## src/rtl/grant_mux_pkg.sv

```systemverilog
// Shared types and helpers for grant_mux_stage: stat counter width and grant decode functions.
// Helpers take a MAX_W-wide vector so they serve any WIDTH up to MAX_W; callers zero-extend.
package grant_mux_pkg;

    localparam int STAT_CWIDTH = 16;
    localparam int MAX_W       = 64;
    localparam int IDX_W       = 6;

    function automatic logic [IDX_W-1:0] onehot2bin(input logic [MAX_W-1:0] oh);
        logic [IDX_W-1:0] idx;
        idx = '0;
        for (int i = 0; i < MAX_W; i++)
            if (oh[i]) idx = idx | IDX_W'(i);
        return idx;
    endfunction

    // Clearing the lowest set bit leaves something only if two or more bits were set.
    function automatic logic popcount_gt1(input logic [MAX_W-1:0] v);
        return (v & (v - MAX_W'(1))) != '0;
    endfunction

endpackage

```

## src/rtl/grant_mux_stage_skid_buffer.sv

```systemverilog
// skid_buffer: 2-entry valid/ready register slice. s_ready looks only at the registered
// skid entry, so there is no combinational path from m_ready or s_valid back to s_ready.
module skid_buffer #(
    parameter int W = 34
) (
    input  logic         clk,
    input  logic         rst,
    input  logic         s_valid,
    output logic         s_ready,
    input  logic [W-1:0] s_data,
    output logic         m_valid,
    input  logic         m_ready,
    output logic [W-1:0] m_data
);

    logic         main_v, skid_v;
    logic [W-1:0] main_d, skid_d;
    logic         push, drain;

    assign s_ready = ~skid_v;
    assign push    = s_valid & s_ready;
    assign drain   = ~main_v | m_ready;
    assign m_valid = main_v;
    assign m_data  = main_d;

    always_ff @(posedge clk or negedge rst) begin
        if (!rst) begin
            main_v <= 1'b0;
            skid_v <= 1'b0;
            main_d <= '0;
            skid_d <= '0;
        end else if (drain) begin
            // skid entry always has priority; while it is full no push can occur
            if (skid_v) begin
                main_d <= skid_d;
                main_v <= 1'b1;
                skid_v <= 1'b0;
            end else if (push) begin
                main_d <= s_data;
                main_v <= 1'b1;
            end else begin
                main_v <= 1'b0;
            end
        end else if (push) begin
            skid_d <= s_data;
            skid_v <= 1'b1;
        end
    end

endmodule

```

## src/rtl/grant_mux_stage.sv

```systemverilog
// grant_mux_stage: steers the one-hot granted requester onto a registered valid/ready stream
// tagged with its source index. Optional per-requester transfer counters: GRANT_MUX_STATS_EN.
module grant_mux_stage
    import grant_mux_pkg::*;
#(
    parameter int WIDTH  = 4,
    parameter int DWIDTH = 32
) (
    input  logic                       clk,
    input  logic                       rst,
    input  logic [WIDTH-1:0]           grant,
    input  logic [WIDTH-1:0]           in_valid,
    input  logic [WIDTH*DWIDTH-1:0]    in_data,
    output logic [WIDTH-1:0]           in_ready,
    output logic                       out_valid,
    output logic [DWIDTH-1:0]          out_data,
    output logic [((WIDTH > 1) ? $clog2(WIDTH) : 1)-1:0] out_src,
    input  logic                       out_ready,
`ifdef GRANT_MUX_STATS_EN
    input  logic                       stat_clr,
    output logic [WIDTH*STAT_CWIDTH-1:0] stat_cnt,
`endif
    output logic                       err_grant
);

    localparam int SWIDTH = (WIDTH > 1) ? $clog2(WIDTH) : 1;

    logic                    grant_multi;
    logic                    skid_ready;
    logic                    xfer;
    logic [DWIDTH-1:0]       sel_data;
    logic [SWIDTH-1:0]       sel_src;
    logic [SWIDTH+DWIDTH-1:0] m_data;

    assign grant_multi = popcount_gt1(MAX_W'(grant));
    assign in_ready    = grant & {WIDTH{skid_ready & ~grant_multi}};
    assign xfer        = |(in_ready & in_valid);
    assign sel_src     = SWIDTH'(onehot2bin(MAX_W'(grant)));

    // grant is one-hot whenever a transfer happens, so OR-ing the selected lanes is a mux
    always_comb begin
        sel_data = '0;
        for (int i = 0; i < WIDTH; i++)
            if (grant[i]) sel_data = sel_data | in_data[i*DWIDTH +: DWIDTH];
    end

    skid_buffer #(.W(SWIDTH + DWIDTH)) u_skid (
        .clk     (clk),
        .rst     (rst),
        .s_valid (xfer),
        .s_ready (skid_ready),
        .s_data  ({sel_src, sel_data}),
        .m_valid (out_valid),
        .m_ready (out_ready),
        .m_data  (m_data)
    );

    assign out_src  = m_data[SWIDTH+DWIDTH-1:DWIDTH];
    assign out_data = m_data[DWIDTH-1:0];

    always_ff @(posedge clk or negedge rst) begin
        if (!rst)             err_grant <= 1'b0;
        else if (grant_multi) err_grant <= 1'b1;
    end

`ifdef GRANT_MUX_STATS_EN
    for (genvar i = 0; i < WIDTH; i++) begin : g_stat
        logic [STAT_CWIDTH-1:0] cnt;
        always_ff @(posedge clk or negedge rst) begin
            if (!rst)                                    cnt <= '0;
            else if (stat_clr)                           cnt <= '0;
            else if (in_ready[i] && in_valid[i] && cnt != '1) cnt <= cnt + STAT_CWIDTH'(1);
        end
        assign stat_cnt[i*STAT_CWIDTH +: STAT_CWIDTH] = cnt;
    end
`endif

endmodule

```

## config.mk

```make
export PLATFORM = sky130hd
export DESIGN_NAME = grant_mux_stage
export DESIGN_NICKNAME = d
export VERILOG_FILES = /design/src/rtl/grant_mux_pkg.sv /design/src/rtl/grant_mux_stage_skid_buffer.sv /design/src/rtl/grant_mux_stage.sv
export SDC_FILE = /design/constraint.sdc
export NUM_CORES = 1
export LEC_CHECK = 0
export CAP_MARGIN = 15
export CORE_ASPECT_RATIO = 1.1
export CORE_MARGIN = 2
export CORE_UTILIZATION = 29
export DETAILED_ROUTE_END_ITERATION = 6
export PLACE_DENSITY = 0.57
export RECOVER_POWER = 100
export SYNTH_ARGS = -nofsm -noshare
export SYNTH_HDL_FRONTEND = slang
export SYNTH_SLANG_ARGS = --single-unit
```

## constraint.sdc

```tcl
create_clock -name clk -period 2.7 [get_ports clk]
set_input_delay 0.81 -clock clk [delete_from_list [all_inputs] [get_ports clk]]
set_output_delay 0.81 -clock clk [all_outputs]
set_load 0.02 [all_outputs]
```

==> results of run 1 <==
==> per-layer routing <==
metal / GRT usage / wire [um]
met1: 0.1877 / 4661
met2: 0.2776 / 5854
met3: 0.03843 / 741
met4: 0.04132 / 87
met5: 0 / 0
==> registers in the layout, indices dropped and copies added, names as in the netlist <==
| register | cells |
|---|---|
| err_grant | 1 |
| u_skid.m_data | 34 |
| u_skid.m_valid | 1 |
| u_skid.skid_d | 34 |
| u_skid.skid_v | 1 |
==> power by group <==
part	internal [mW]	leakage [nW]	switching [mW]	total, mW
Clock	0.809	0.152	0.447	1.26
Combinational	0.764	1.51	0.606	1.37
Sequential	1.42	0.823	0.163	1.59
Total	3.00	2.49	1.22	4.21
==> synthesized netlist by cell type (5+ instances only) <==
master     n  area, um^2
buf_6      5       56.30
a22oi_1   60       450.4
nand2_1   35       131.4
mux2_4    26       390.4
nor2_1     5       18.77
mux2_2    67       754.5
dfrtp_1   71        1777
clkbuf_1  15       56.30
==> critical path: stages <==
cell and delay, ps:
buf_8 100, maj3_2 290, o22a_1 230, nor2_4 120, and2_4 150, buf_6 100
==> through the flow <==
step / std cells / total power [mW]
after detailed placement: 682 / 3.175
after global placement: 682 / 3.140
after CTS: 698 / 4.472
final: 698 / 4.213
after floorplan: 327 / 2.404
after global routing: 698 / 4.464
==> placed cells by master (no fill, tap or decap), types with 2 or more instances in the layout <==
master / instances
clkinv_4: 2
dfrtp_1: 70
buf_6: 6
and2_4: 4
nor2_1: 4
clkdlybuf4s50_1: 133
o21ai_0: 4
bufinv_16: 2
dlygate4sd3_1: 36
clkinvlp_4: 2
mux2i_1: 4
inv_1: 4
clkbuf_16: 9
clkbuf_1: 2
a22o_1: 2
a22oi_1: 60
buf_12: 4
buf_4: 11
mux2_2: 67
nand2_1: 35
mux2_1: 26
nand3b_1: 4
a221oi_1: 2
==> worst min-delay path by stage <==
stage / end / start / cells after the start
after floorplan: u_skid.skid_d[0] / u_skid.skid_d[0] / 1
after global placement: err_grant / err_grant / 1
after detailed placement: err_grant / err_grant / 1
after CTS: err_grant / err_grant / 1
after global routing: err_grant / err_grant / 1
final: err_grant / err_grant / 1
==> area by class of cell <==
type | instances | area, um^2
clock buffer | 9 | 225.2
clock inverter | 7 | 97.59
fill | 1345 | 7400
inverter | 4 | 15.01
multi-input combinational | 224 | 1913
sequential | 71 | 1778
tap | 188 | 235.2
timing repair buffer | 195 | 1962
==> kinds of logic (layout without fill, tap and decap cells) <==
family / after synthesis / after routing / share of synthesized area
and+or+nand+nor: 52 / 52 / 0.05781
buffers and inverters: 32 / 215 / 0.05468
AOI/OAI and AO/OA: 73 / 73 / 0.1425
adders and majority gates: 1 / 1 / 0.002500
DFF: 71 / 71 / 0.4437
muxes: 98 / 98 / 0.2987
==> what timing repair did <==
item                       CTS  global route
hold endpoints to repair     0             0
pin swaps                    4             4
gates resized for setup     31            15
setup endpoints to repair   68             4
==> metrics.yaml, run 1 <==
syn_nets: 466
post-place-ws_ps: -904.7
first_global_vias: 3557
cts.path.max_buffers: 2
postCtsHoldBufs: 0
async_reset_ff_frac: 1.000
final_area_um2: 6226
fp.dieArea_um2: 14760
setup_slack_ps: 77.07
leakagePower_nw: 2.489
rrSetupSlack_ps: 720
gp_congestion: 0.7037
postLayoutCoreUtil: 0.4569
power.density_nw_per_um2: 676.7
clock-sinks: 71
drt_iter0_drc: 68
cp-endpoint: "in_ready[0]"
syn_area_um2: 4004
num_vias: 3290
timing.final.hold_violations: 0
grt_remaining_overflow: 0
worst_pin_slew_ps: 1264
synth-edff-count: 0
maxSlewHeadroom: 0.1572
period_share: 0.9715
status: "finished, final reports clean"
endpoint_kind: "output port"
drv_slew: 0
synthDistinctLibCells: 30
hold_slack_ps: 461.1
ys_seq_elements: 71
finalSetupViolations: 0
vdd_drop_max_v: 0.0003225
cts_tree: "built"
crit_fanout: 4
cts.clk_slew.worst_paths_ps: 60
wl_per_cell_um: 16.25
fin_crit_ps: 2623
cap_violations: 0
die_width_um: 116.0
critPathArrivalTime_ps: 1810
cts_made_buffers: 9
antenna_found_initial: 0
synth-main-ff-cell: "dfrtp_1"
worst-endpoint-required_ps: 1890
fin_worst_skew_ps: 5.340
path_class: "in -> out"
ys_seq_area_frac: 0.4438
cp-start-kind: "primary input"
viasPerCell: 4.713
drtPass1Iterations: 4
grt_first_pass_wirelength_um: 17880
ys_warn_count: 0
hold_path.class: "reg -> reg"
syn_inst: 327
clock-root-buffer: "clkbuf_16"
drc: 0
syn_to_final_growth_pct: 55.50
die_y_um: 127.2
cts.htree.levels: 3
core_um2: 13630
diodes: 0
clk_latency_ps: 320
avgSynthCellArea_um2: 12.24
post_cts_buffers: 0
worstRegToRegCells: 4
setup_tns_ps: 0
boundaryPins: 179
r2r-start: "u_skid.skid_v"
r2r_end: "u_skid.m_data[13]"
critical_path.startpoint: "grant[0]"
start_util: 0.2938
grt_usage: 0.1563
drive_gt1_frac: 0.2314
antenna_left: 0
grt_max_degree: 52
fin_nets: 644
placed_cell_area_um2: 5989
portBuffers: 178
fmax_ghz: 0.3813
rows: 45
drt-total-wl_um: 11350
rsz0062_at_grt: "no"
place_hpwl_um: 8220
Note: power is estimated with default switching activity, not from simulation.
==> run 2, diff against run 1 <==
--- a/config.mk
+++ b/config.mk
@@ -15,3 +15,4 @@
 export SYNTH_ARGS = -nofsm -noshare
 export SYNTH_HDL_FRONTEND = slang
 export SYNTH_SLANG_ARGS = --single-unit
+export TNS_END_PERCENT = 10
==> results of run 2 <==
Same layout as run 1: the final DEF is identical, and so are final timing and power.
